===== src/rtl/chacha_pkg.sv =====
// Shared state encoding and ChaCha20 core address map for the stream front end.
package chacha_pkg;

  typedef enum logic [1:0] {IDLE, LOAD, WAIT, STREAM} state_e;

  localparam int CONST_BASE  = 0;
  localparam int KEY_BASE    = 16;
  localparam int CTR_BASE    = 48;
  localparam int NONCE_BASE  = 52;
  localparam int BLOCK_BYTES = 64;

  // Little-endian byte select of the 32-bit block counter.
  function automatic logic [7:0] ctr_byte(input logic [31:0] ctr, input logic [1:0] sel);
    return ctr[8*sel +: 8];
  endfunction

endpackage


===== src/rtl/chacha_stream_skid.sv =====
// One-entry ciphertext output register with valid/ready handshake.
module chacha_stream_skid (
  input  logic       clk,
  input  logic       rst,
  input  logic       load_i,
  input  logic [7:0] data_i,
  input  logic       last_i,
  input  logic       ready_i,
  output logic       valid_o,
  output logic [7:0] data_o,
  output logic       last_o,
  output logic       space_o
);

  logic       valid_q;
  logic [7:0] data_q;
  logic       last_q;

  // Space exists when empty or when the held byte leaves this cycle.
  assign space_o = !valid_q || ready_i;
  assign valid_o = valid_q;
  assign data_o  = data_q;
  assign last_o  = last_q;

  always_ff @(posedge clk) begin
    if (rst) begin
      valid_q <= 1'b0;
      data_q  <= '0;
      last_q  <= 1'b0;
    end else if (load_i) begin
      valid_q <= 1'b1;
      data_q  <= data_i;
      last_q  <= last_i;
    end else if (ready_i) begin
      valid_q <= 1'b0;
    end
  end

endmodule


===== src/rtl/chacha_stream.sv =====
// ChaCha20 stream front end: loads the block counter into the core, waits for the
// keystream and XORs it onto a byte stream. CHACHA_STREAM_CTR_GUARD_EN stops on counter wrap.
module chacha_stream
  import chacha_pkg::*;
#(
  parameter int CTR_BASE    = 48,
  parameter int BLOCK_BYTES = 64
) (
  input  logic        clk,
  input  logic        rst,
  input  logic        cfg_we,
  input  logic [5:0]  cfg_addr,
  input  logic [7:0]  cfg_data,
  input  logic        start,
  input  logic [31:0] ctr_init,
  input  logic        in_valid,
  output logic        in_ready,
  input  logic [7:0]  in_data,
  input  logic        in_last,
  output logic        out_valid,
  input  logic        out_ready,
  output logic [7:0]  out_data,
  output logic        out_last,
  output logic        busy,
  output logic        err,
  output logic        blk_write,
  output logic [5:0]  blk_addr,
  output logic [7:0]  blk_data,
  input  logic [7:0]  blk_rdata,
  input  logic        blk_ready
);

  localparam logic [5:0] LAST_IDX = 6'(BLOCK_BYTES - 1);

  state_e      state_q;
  logic [31:0] ctr_q;
  logic [1:0]  wcnt_q;
  logic [5:0]  idx_q;
  logic        space;
  logic        accept;

  assign in_ready = (state_q == STREAM) && space;
  assign accept   = in_valid && in_ready;
  assign busy     = (state_q != IDLE);

  // Host writes reach the core only while idle; LOAD owns the port otherwise.
  always_comb begin
    blk_write = 1'b0;
    blk_addr  = '0;
    blk_data  = '0;
    if (!rst) begin
      case (state_q)
        IDLE: begin
          blk_write = cfg_we;
          blk_addr  = cfg_addr;
          blk_data  = cfg_data;
        end
        LOAD: begin
          blk_write = 1'b1;
          blk_addr  = 6'(CTR_BASE) + {4'b0, wcnt_q};
          blk_data  = ctr_byte(ctr_q, wcnt_q);
        end
        STREAM:  blk_addr = idx_q;
        default: ;
      endcase
    end
  end

`ifdef CHACHA_STREAM_CTR_GUARD_EN
  logic err_q;
  assign err = err_q;
`else
  assign err = 1'b0;
`endif

  always_ff @(posedge clk) begin
    if (rst) begin
      state_q <= IDLE;
      ctr_q   <= '0;
      wcnt_q  <= '0;
      idx_q   <= '0;
`ifdef CHACHA_STREAM_CTR_GUARD_EN
      err_q   <= 1'b0;
`endif
    end else begin
      case (state_q)
        IDLE: begin
          if (start) begin
            ctr_q   <= ctr_init;
            wcnt_q  <= '0;
            state_q <= LOAD;
`ifdef CHACHA_STREAM_CTR_GUARD_EN
            err_q   <= 1'b0;
`endif
          end
        end
        LOAD: begin
          wcnt_q <= wcnt_q + 2'd1;
          if (wcnt_q == 2'd3) state_q <= WAIT;
        end
        WAIT: begin
          if (blk_ready) begin
            idx_q   <= '0;
            state_q <= STREAM;
          end
        end
        STREAM: begin
          if (accept) begin
            idx_q <= idx_q + 6'd1;
            if (in_last) begin
              state_q <= IDLE;
            end else if (idx_q == LAST_IDX) begin
              // Block exhausted mid-message: fetch the next counter's keystream.
              ctr_q  <= ctr_q + 32'd1;
              wcnt_q <= '0;
`ifdef CHACHA_STREAM_CTR_GUARD_EN
              if (ctr_q == 32'hFFFF_FFFF) begin
                err_q   <= 1'b1;
                state_q <= IDLE;
              end else begin
                state_q <= LOAD;
              end
`else
              state_q <= LOAD;
`endif
            end
          end
        end
        default: state_q <= IDLE;
      endcase
    end
  end

  chacha_stream_skid u_skid (
    .clk     (clk),
    .rst     (rst),
    .load_i  (accept),
    .data_i  (in_data ^ blk_rdata),
    .last_i  (in_last),
    .ready_i (out_ready),
    .valid_o (out_valid),
    .data_o  (out_data),
    .last_o  (out_last),
    .space_o (space)
  );

endmodule


===== config.mk =====
export PLATFORM = sky130hd
export DESIGN_NAME = chacha_stream
export DESIGN_NICKNAME = d
export VERILOG_FILES = /design/src/rtl/chacha_pkg.sv /design/src/rtl/chacha_stream_skid.sv /design/src/rtl/chacha_stream.sv
export SDC_FILE = /design/constraint.sdc
export NUM_CORES = 1
export LEC_CHECK = 0
export BUFFER_PORTS_ARGS = -buffer_cell sky130_fd_sc_hd__buf_4
export CORE_ASPECT_RATIO = 0.9
export CORE_MARGIN = 1.5
export CORE_UTILIZATION = 47
export CTS_BUF_LIST = sky130_fd_sc_hd__clkbuf_8
export CTS_CLUSTER_DIAMETER = 30
export DETAILED_ROUTE_END_ITERATION = 12
export HOLD_SLACK_MARGIN = 0.08
export PLACE_DENSITY = 0.76
export SKIP_LAST_GASP = 1
export SLEW_MARGIN = 15
export SYNTH_ARGS = -nofsm -noshare
export SYNTH_HDL_FRONTEND = slang
export SYNTH_HIERARCHICAL = 1
export SYNTH_SLANG_ARGS = --single-unit

===== constraint.sdc =====
create_clock -name clk -period 6 [get_ports clk]
set_input_delay 1.2 -clock clk [delete_from_list [all_inputs] [get_ports clk]]
set_output_delay 1.2 -clock clk [all_outputs]
set_load 0.02 [all_outputs]

==> run metrics, run 1 <==
Post-synth EDFFs=0; Hold WC Path Type=reg -> reg; Worst-Margin Slew=0.936 ns; Comb pwr share=47.3%; Final Hold Viols=0; H-tree levels=2; Worst Path Arrival=around 2.2 ns; post-cts sizing count=0; gpl congestion=0.893; sw frac=44.6%; hold path depth=2; Worst-path clk slew=0.09 ns; ys async rst share=0%; Slew Limit Fails=0; Max Fclk=0.293 GHz; Static Leak=1.72 nW; post-CTS setup buffers=0; Cell Int Power=0.906 mW; Period minus WS final=3.41 ns; Pre-antenna DRT Iters=5; post-route antenna net violation count=0; CP cell instances=buf_4 > or2_2 > nor2_1 > buf_4; Startpoint Class=input pin; DIE HEIGHT=86.4 um; Setup-failing EPs final=0; largest net degree at the start of global routing=68; R2R Path End=ctr_q[20]; clock buffers created by TritonCTS=5; cells after synthesis=roughly 450; Finished Layout Cells=just over 600; CORE AREA=around 7500 sq um; Core Rows=30; IO Pins=98; vias in the first global route=~3600; Initial Utilization=around 48%; Syn Nets=532; status=complete, no violations; Setup crit end kind=primary output; root buf cell=clkbuf_8; reg2reg setup slack=2.97 ns; Die ar.=8270 sq um; Top FF cell, synth=dfxtp_1; nets=between 600 and 700; IO buf count=96; power density over the cells=372 nW/um^2; Synth Cell Area=roughly 3600 sq um; Antenna diodes=0; TritonCTS clock tree=built; 1st-iter DRT viols=roughly 430; first-pass GRT wire length=17000 um; placed cell count=611; Avg Cell Area, Syn=8.02 sq um; Worst path slowest cell=or2_2; initial antenna violation count=0; HP Start=u_skid/data_o[2]; Area Growth Syn to Fin=21.0%; RSZ-0062 raised after global routing=no; Critical R2R Launch=state_q[0]; YS warnings=6; share of cells above drive strength 1=25.8%; CP Data Required Time=4.80 ns; Yosys cell types=70; Worst-Skew Late Latency=roughly 0.31 ns; P_sw=0.730 mW; Max-Cap Viols=0; Worst path most repeated cell=buf_4; via count=between 3000 and 4000; Max clock buf depth=2; R2R cell count=7; grt ovf=0; Worst Skew=0.00257 ns; Worst VDD drop=just over 0.0002 V; Setup Crit Path Kind=in -> out; wire length per cell=16.9 um; Detailed Route WL=10500 um; Detail Placement HPWL=7480 um; Total GRT Usage=a little over a quarter; end of the worst hold path=u_skid/data_o[2]; Clk network pwr share=15.0%; Total Neg Setup Slack=0 ns; worst stage delay on the critical path=0.42 ns; chip width=95.7 um; via density per instance=6.23; Worst Path Max Fanout=54; register area share after synthesis=28.6%; synthesized flop and latch total=52; cts-stage hold buffer count=0; Flop pwr share=37.8%; DR DRC count=0; # clock sinks=52; final period utilization=56.9%; Relative slew margins=37.6%
-- through the flow --
stage                     setup slack [ns]  area [sq um]  hold WS [ns]  power [mW]  utilization [%]
final                                 2.59          4400         0.511        1.64             58.6
after global routing                  2.49          4400         0.542        1.75             58.6
after CTS                             2.58          4400         0.513        1.62             58.6
after detailed placement              2.58          4290         0.497        1.38             57.1
after global placement                2.58          4290         0.480        1.36             57.1
after floorplan                       2.74          3630         0.464        1.15                -
-- power by group through the flow --
| stage | clock, mW | sequential [mW] | combinational [mW] |
|---|---|---|---|
| after global placement | 0 | 0.609 | 0.748 |
| after CTS | 0.248 | 0.608 | 0.767 |
| after global routing | 0.260 | 0.632 | 0.859 |
| final | 0.245 | 0.618 | 0.774 |
| after floorplan | 0 | 0.554 | 0.592 |
| after detailed placement | 0 | 0.616 | 0.762 |
-- cell usage in the layout (no fill, tap or decap), types with 6 or more instances in the layout --
| cell | synthesis | routed |
|---|---|---|
| nor4_1 | 7 | 7 |
| nor2_1 | 48 | 48 |
| mux4_2 | 8 | 8 |
| and2_1 | 6 | 6 |
| nand3_1 | 12 | 12 |
| a22oi_1 | 11 | 11 |
| a31oi_1 | 9 | 9 |
| mux2i_1 | 13 | 13 |
| a211oi_1 | 6 | 6 |
| xor2_1 | 11 | 11 |
| nand2_1 | 34 | 34 |
| nor2b_1 | 8 | 7 |
| a21oi_1 | 36 | 36 |
| buf_4 | 3 | 99 |
| nand4_1 | 14 | 14 |
| ha_1 | 9 | 8 |
| inv_1 | 17 | 17 |
| dfxtp_1 | 52 | 52 |
| o21ai_0 | 22 | 22 |
| nor3_1 | 10 | 10 |
-- cells in the mapped netlist, types with 7 or more instances --
cell type | number | share of area, %
a31oi_1 | 9 | 1.5
ha_1 | 9 | 3.1
nor3_1 | 10 | 1.4
clkbuf_1 | 19 | 2.0
nor2_1 | 48 | 5.0
nor4_1 | 7 | 1.2
xor2_1 | 11 | 2.7
nand4_1 | 14 | 2.4
a22oi_1 | 11 | 2.3
dfxtp_1 | 52 | 29
o21ai_0 | 22 | 3.0
mux4_2 | 8 | 5.0
nand2_1 | 34 | 3.5
inv_1 | 17 | 1.8
nor2b_1 | 8 | 1.4
a21oi_1 | 36 | 5.0
nand3_1 | 12 | 1.7
mux2i_1 | 13 | 3.6
-- logic make-up after synthesis --
logic type / count (synthesis) / share of synthesized area, %
buf+inv: 55 / 7.78
xor+xnor: 13 / 3.13
other cells: 1 / 0.103
mux: 21 / 8.54
flops: 52 / 28.6
compound gates: 127 / 23.6
fa+ha+maj: 9 / 3.10
simple gates: 175 / 25.1
-- flip-flops by register name, summed over array words and instances, names as in the netlist --
register	cells
idx_q	6
u_skid/data_o	8
state_q	2
wcnt_q	2
u_skid/valid_o	1
u_skid/last_o	1
ctr_q	32
-- final cells by class --
class / instances / area [sq um]
clock buffer: 5 / 68.8
clock inverter: 3 / 42.5
fill: 684 / 3110
inverter: 18 / 67.6
multi-input combinational: 346 / 2320
sequential: 52 / 1040
tap: 96 / 120
timing repair buffer: 99 / 743
-- metal layers --
metal	global-route usage (%)	vias up	share of wire, %
li1	-	1824	-
met1	36.3	1835	43
met2	39.9	179	46
met3	5.26	17	9.1
met4	9.49	0	1.7
met5	0	-	0
-- critical path, delay by kind of cell --
kind	cells	cell delay (ns)
simple gates	2	0.56
buf+inv	2	0.44
-- worst max path at each step --
| stage | startpoint | to | slack [ns] | cells after the start |
|---|---|---|---|---|
| 5_1_grt | rst | blk_addr[0] | 2.49 | 4 |
| 2_1_floorplan | rst | blk_addr[0] | 2.74 | 4 |
| 3_3_place_gp | rst | blk_addr[0] | 2.58 | 4 |
| 4_1_cts | rst | blk_addr[0] | 2.58 | 4 |
| 6_report | rst | blk_addr[0] | 2.59 | 4 |
| 3_5_place_dp | rst | blk_addr[0] | 2.58 | 4 |
Power figures use the tool's default switching activity.
==> run 2, diff against run 1 <==
- ABC_AREA: default -> 1
- PLACE_DENSITY: 0.76 -> 0.75
- clock period: 6 -> 3.53 ns (I/O delays scaled with it)
==> run 2 against run 1 <==
Net effect:
- final cell count grew 38%
- first-iteration DRC count down 23%
- clock power is 55% higher
- critical path depth rose by 3
- sequential power grew 67%
- via count increased by 19%
- global-route usage increased by 1.2 points
- hold slack worse by 0.016 ns
- largest cell class unchanged
==> run metrics, run 2 <==
Final Hold Viols=0 (unchanged); wire length per cell=14.2 um (-16%); largest net degree at the start of global routing=66 (-2.9%); Area Growth Syn to Fin=19.2%; hold path depth=2 (unchanged); Synth Cell Area=4010 sq um (+10%); Yosys top cell area share=26.0% (-2.7 points); 1st-iter DRT viols=330 (-23%); Filler Cells Inserted=841 (+23%); IO Pins=98 (unchanged); Top reg by flops=ctr_q; area post-placement=4680 sq um (+9.3%); H-tree levels=2 (unchanged); share of cells above drive strength 1=18.4% (-7.4 points); register area share after synthesis=26.0% (-2.7 points); Post-synth EDFFs=0 (unchanged); Setup-failing EPs final=0 (unchanged); Detailed Route WL=12100 um (+16%); Period minus WS final=2.78 ns; vias in the first global route=4319 (+20%); Setup crit end kind=primary output; status=complete, no violations; HP Start=idx_q[3]; post-cts sizing count=0 (unchanged); CORE AREA=8150 sq um (+8.5%); final period utilization=78.7%; Avg Cell Area, Syn=5.92 sq um (-26%); CP Data Required Time=2.82 ns (-1.98 ns); DIE HEIGHT=90.6 um (+4.8%); Yosys cell types=37 (-47%); Total GRT Usage=27.3% (+1.2 points); TritonCTS clock tree=built; Worst Path Max Fanout=10 (-81%); Die ar.=9090 sq um (+9.9%); Core Rows=31 (+3.3%); Max-Cap Viols=0 (unchanged); Slew Limit Fails=0 (unchanged); post-CTS setup buffers=0 (unchanged); Hold WC Path Type=reg -> reg; Pre-antenna DRT Iters=5 (unchanged); most frequent cell after synthesis=nand2_1; Critical R2R Launch=state_q[1]; Startpoint Class=register; Area contributors post-synth=dfxtp_1 (26%), nand2_1 (19%), nor2_1 (9.6%); cells after synthesis=677 (+49%); Antenna diodes=0 (unchanged); chip width=100 um (+4.9%); via count=4606 (+19%); reg2reg setup slack=1.03 ns (-1.94 ns); Top FF cell, synth=dfxtp_1; gpl congestion=0.942 (+5.5%); cell taking the most area after synthesis=dfxtp_1; Max Fclk=roughly 0.36 GHz; Worst Skew=0.00805 ns (+0.00548 ns); Setup Crit Path Kind=reg -> out; YS warnings=6 (unchanged); simple-gate share of the synthesized area=40.3% (+15 points); power density over the cells=673 nW/um^2 (+81%); Post-synth top cells=nand2_1 (200), nor2_1 (103), a21oi_1 (60); initial antenna violation count=0 (unchanged); mux share of post-synthesis cell area=0% (-8.5 points); nets=832 (+38%); most frequent cells in the layout=nand2_1 (200), nor2_1 (103), buf_4 (97); Static Leak=1.96 nW (+14%); clock buffers created by TritonCTS=5 (unchanged); Syn Nets=756 (+42%); Worst-path clk slew=0.11 ns (+0.02 ns); most common cell after layout, fill and taps aside=nand2_1; via density per instance=5.40 (-13%); Compound-Gate Fraction of Synth Area=18.6% (-5.0 points); Worst-Skew Late Latency=0.32 ns (about the same); IO buf count=96 (unchanged); Total Neg Setup Slack=0 ns (unchanged); Post-Synth XOR/XNOR Area=1.97% (-1.2 points); grt ovf=0 (unchanged); R2R Path End=ctr_q[3]; cts-stage hold buffer count=0 (unchanged); post-route antenna net violation count=0 (unchanged); synthesized flop and latch total=52 (unchanged); # clock sinks=52 (unchanged); Max clock buf depth=2 (unchanged); end of the worst hold path=idx_q[3]; ys async rst share=0% (unchanged); R2R cell count=10 (+3); Worst VDD drop=0.000510 V (+150%); root buf cell=clkbuf_8; post-synthesis adder-cell area fraction=2.81% (-0.29 points); Initial Utilization=49.2% (+0.80 points); Detail Placement HPWL=9120 um (+22%); Worst Path Arrival=2.07 ns (-0.14 ns); DR DRC count=0 (unchanged); first-pass GRT wire length=20300 um (+20%); cell area after layout=4780 sq um (+8.6%); Worst-Margin Slew=0.707 ns (-0.229 ns); RSZ-0062 raised after global routing=no; Largest register FFs=32 (unchanged); largest family of logic cells by synthesized area=simple AND/OR/NAND/NOR gates; Relative slew margins=52.7% (+15 points)
run 2: worst max path at each step:
| stage | startpoint | endpoint | slack [ns] | cells after the start |
|---|---|---|---|---|
| 3_5_place_dp | state_q[1] | ctr_q[3] | 1.08 | 10 |
| 4_1_cts | wcnt_q[1] | blk_data[4] | 0.75 | 7 |
| 3_3_place_gp | state_q[0] | ctr_q[3] | 1.20 | 10 |
| 2_1_floorplan | rst | blk_addr[2] | 1.31 | 4 |
| 5_1_grt | wcnt_q[1] | blk_data[4] | 0.51 | 7 |
| 6_report | wcnt_q[1] | blk_data[4] | 0.75 | 7 |
run 2: kinds of logic (layout without fill, tap and decap cells):
logic type               after synthesis  after routing
flip-flops                            52             52
XOR/XNOR                               9              9
adder cells (fa/ha/maj)                9              9
AND/OR/NAND/NOR                      381            381
other                                  1              1
buffers and inverters                 88            165
AO/OA/AOI/OAI                        137            137
run 2: area by class of cell:
class,instances,area (sq um),area share [%]
Clock buffer,5,68.8,1.44
Clock inverter,3,25.0,0.524
Inverter,60,233,4.87
Multi-Input combinational cell,537,2560,53.5
Sequential cell,52,1040,21.8
Tap cell,99,124,2.59
Timing Repair Buffer,97,728,15.2
run 2: critical path: stages, from the launching register on:
cell and delay (ns):
dfxtp_1 0.53, clkinv_1 0.36, a21oi_1 0.19, o21ai_0 0.11
o21ai_0 0.11, nand2_1 0.12, a21oi_1 0.16, buf_4 0.16
run 2: per-layer routing:
| layer | wire (um) | global-route usage [%] | vias up |
|---|---|---|---|
| li1 | - | - | 2320 |
| met4 | 180 | 6.22 | 0 |
| met3 | 905 | 4.02 | 20 |
| met5 | 0 | 0 | - |
| met1 | 5490 | 37.7 | 2086 |
| met2 | 5520 | 44.8 | 180 |
run 2: per-stage QoR:
stage          setup WS [ns]  utilization (%)  power [mW]  hold slack, ns  instances
6_report               0.752             58.7        3.21           0.494        853
5_1_grt                0.513             58.7        3.51           0.527        853
3_3_place_gp            1.20             57.5        2.76           0.477        845
2_1_floorplan           1.31                -        2.41           0.459        677
4_1_cts                0.747             58.7        3.19           0.495        853
3_5_place_dp            1.08             57.5        2.82           0.478        845
run 2: power breakdown:
part           switching [mW]  internal (mW)  total [mW]
clock network           0.234          0.145       0.380
logic                    1.18          0.633        1.81
registers               0.254          0.772        1.03
total                    1.66           1.55        3.21
==> run 3, diff against run 2 <==
- clock period: 3.53 -> 2.9 ns (I/O delays scaled with it)
==> run 3 against run 2 <==
Net effect:
- count of clock-buffer cells in the layout is 1 higher
- global-route usage down 0.31 points
- clock power increased by 46%
- worst setup slack worse by 0.40 ns
- sequential share of layout area fell by 0.23 points
- highest routed layer unchanged
- non-clock buffer count increased by 3
- first-iteration DRC count is 17% lower
- critical path depth is the same
- critical path type unchanged
- core utilization grew 0.61 points
- die area stayed put
- sequential cell count unchanged
==> run metrics, run 3 (synthesis results as in run 2) <==
status=complete, no violations; Worst VDD drop=0.000563 V (+10%); IO Pins=98 (unchanged); Slew Limit Fails=0 (unchanged); IO buf count=96 (unchanged); DR DRC count=0 (unchanged); Pre-antenna DRT Iters=5 (unchanged); via density per instance=5.35 (-0.96%); first-pass GRT wire length=20000 um (-1.2%); DIE HEIGHT=90.6 um (unchanged); Setup crit end kind=primary output; Initial Utilization=49.2% (unchanged); Core Rows=31 (unchanged); power density over the cells=836 nW/um^2 (+24%); Max-Cap Viols=0 (unchanged); most frequent cells in the layout=nand2_1 (200), nor2_1 (103), buf_4 (100); TritonCTS clock tree=built; Area Growth Syn to Fin=20.4%; wire length per cell=14.1 um (-0.48%); Detail Placement HPWL=9280 um (+1.7%); Max Fclk=0.392 GHz; Hold WC Path Type=in -> reg; Largest register FFs=32 (unchanged); Total GRT Usage=27.0% (-0.31 points); hold slack=0.500 ns (+0.00581 ns); Startpoint Class=register; nets=835 (+0.36%); root buf cell=clkbuf_8; post-CTS setup buffers=0 (unchanged); Total Neg Setup Slack=0 ns (unchanged); CORE AREA=8150 sq um (unchanged); # clock sinks=52 (unchanged); post-cts sizing count=0 (unchanged); clock buffers created by TritonCTS=5 (unchanged); H-tree levels=2 (unchanged); Worst-path clk slew=0.10 ns (about the same); CP Data Required Time=2.32 ns (-0.50 ns); Setup-failing EPs final=0 (unchanged); RSZ-0062 raised after global routing=no; 1st-iter DRT viols=274 (-17%); Seq. cell area=1040 sq um (unchanged); Final Core Density=59.3% (+0.61 points); Worst-Margin Slew=0.731 ns (+0.0236 ns); chip width=100 um (unchanged); initial antenna violation count=0 (unchanged); post-route antenna net violation count=0 (unchanged); Multi-input gate area=2560 sq um (unchanged); Power Total=4.03 mW (+25%); pre-CTS setup slack=0.422 ns (-0.662 ns); grt ovf=0 (unchanged); Final Hold Viols=0 (unchanged); Worst Skew=0.0107 ns (+0.00270 ns); cts-stage hold buffer count=0 (unchanged); Max clock buf depth=2 (unchanged); most common cell after layout, fill and taps aside=nand2_1; Worst Path Max Fanout=12 (+2); vias in the first global route=4320 (+0.023%); final period utilization=87.9%; Filler Cells Inserted=826 (-1.8%); Detailed Route WL=12100 um (-0.13%); Top reg by flops=ctr_q; Die ar.=9090 sq um (unchanged); share of cells above drive strength 1=18.8% (+0.32 points); Worst-Skew Late Latency=0.32 ns (about the same); setup ws final=0.350 ns (-0.402 ns); Setup Crit Path Kind=reg -> out; Period minus WS final=2.55 ns; via count=4578 (-0.61%); gpl congestion=0.954 (+1.3%); Antenna diodes=0 (unchanged); largest net degree at the start of global routing=37 (-44%); Static Leak=1.99 nW (+1.6%); Worst Path Arrival=1.97 ns (-0.10 ns); Relative slew margins=51.1% (-1.6 points)
## run 3: changes by cell type in the layout (fill, tap and decap cells not counted), sizes merged
cell | previous run | this run
buf | 97 | 100
clkbuf | 5 | 6
clkinvlp | 1 | 0
clkinv | 1 | 2
bufinv | 0 | 1
inv | 61 | 59
## run 3: stage by stage
step,instances,area (sq um)
finish,856,4830
global route,856,4830
CTS,856,4830
detailed placement,848,4710
global placement,848,4710
floorplan,677,4010
## run 3: worst max-delay path, stage by stage, from the launching register on
cell	delay (ns)
dfxtp_1	0.38
inv_1	0.14
ha_1	0.44
inv_1	0.20
o221ai_1	0.22
nand2_1	0.08
inv_1	0.06
buf_4	0.13
## run 3: final timing paths
check,start,to,cells after the start,slack (ns)
worst min-delay path,in_last,u_skid/last_o,3,0.50
worst max-delay path,state_q[1],blk_addr[1],7,0.35
worst min register to register,ctr_q[18],ctr_q[18],2,0.51
worst max register to register,state_q[0],ctr_q[3],10,0.40
## run 3: metal layers
layer	wire (um)	up-vias	GRT usage (%)
met5	0	-	0
met4	159	0	5.40
met3	856	19	6.19
met2	5480	158	45.1
met1	5600	2073	35.6
li1	-	2328	-
## run 3: final cells by class
cell class	count	area share (%)
clock buffer	6	1.71
clock inverter	2	0.803
multi-input combinational	537	53.0
timing repair buffer	100	15.5
inverter	60	4.82
sequential	52	21.6
tap	99	2.57
## run 3: report_power, final
| group | internal (mW) | switching (mW) |
|---|---|---|
| registers | 0.940 | 0.316 |
| clock network | 0.283 | 0.270 |
| logic | 0.783 | 1.44 |
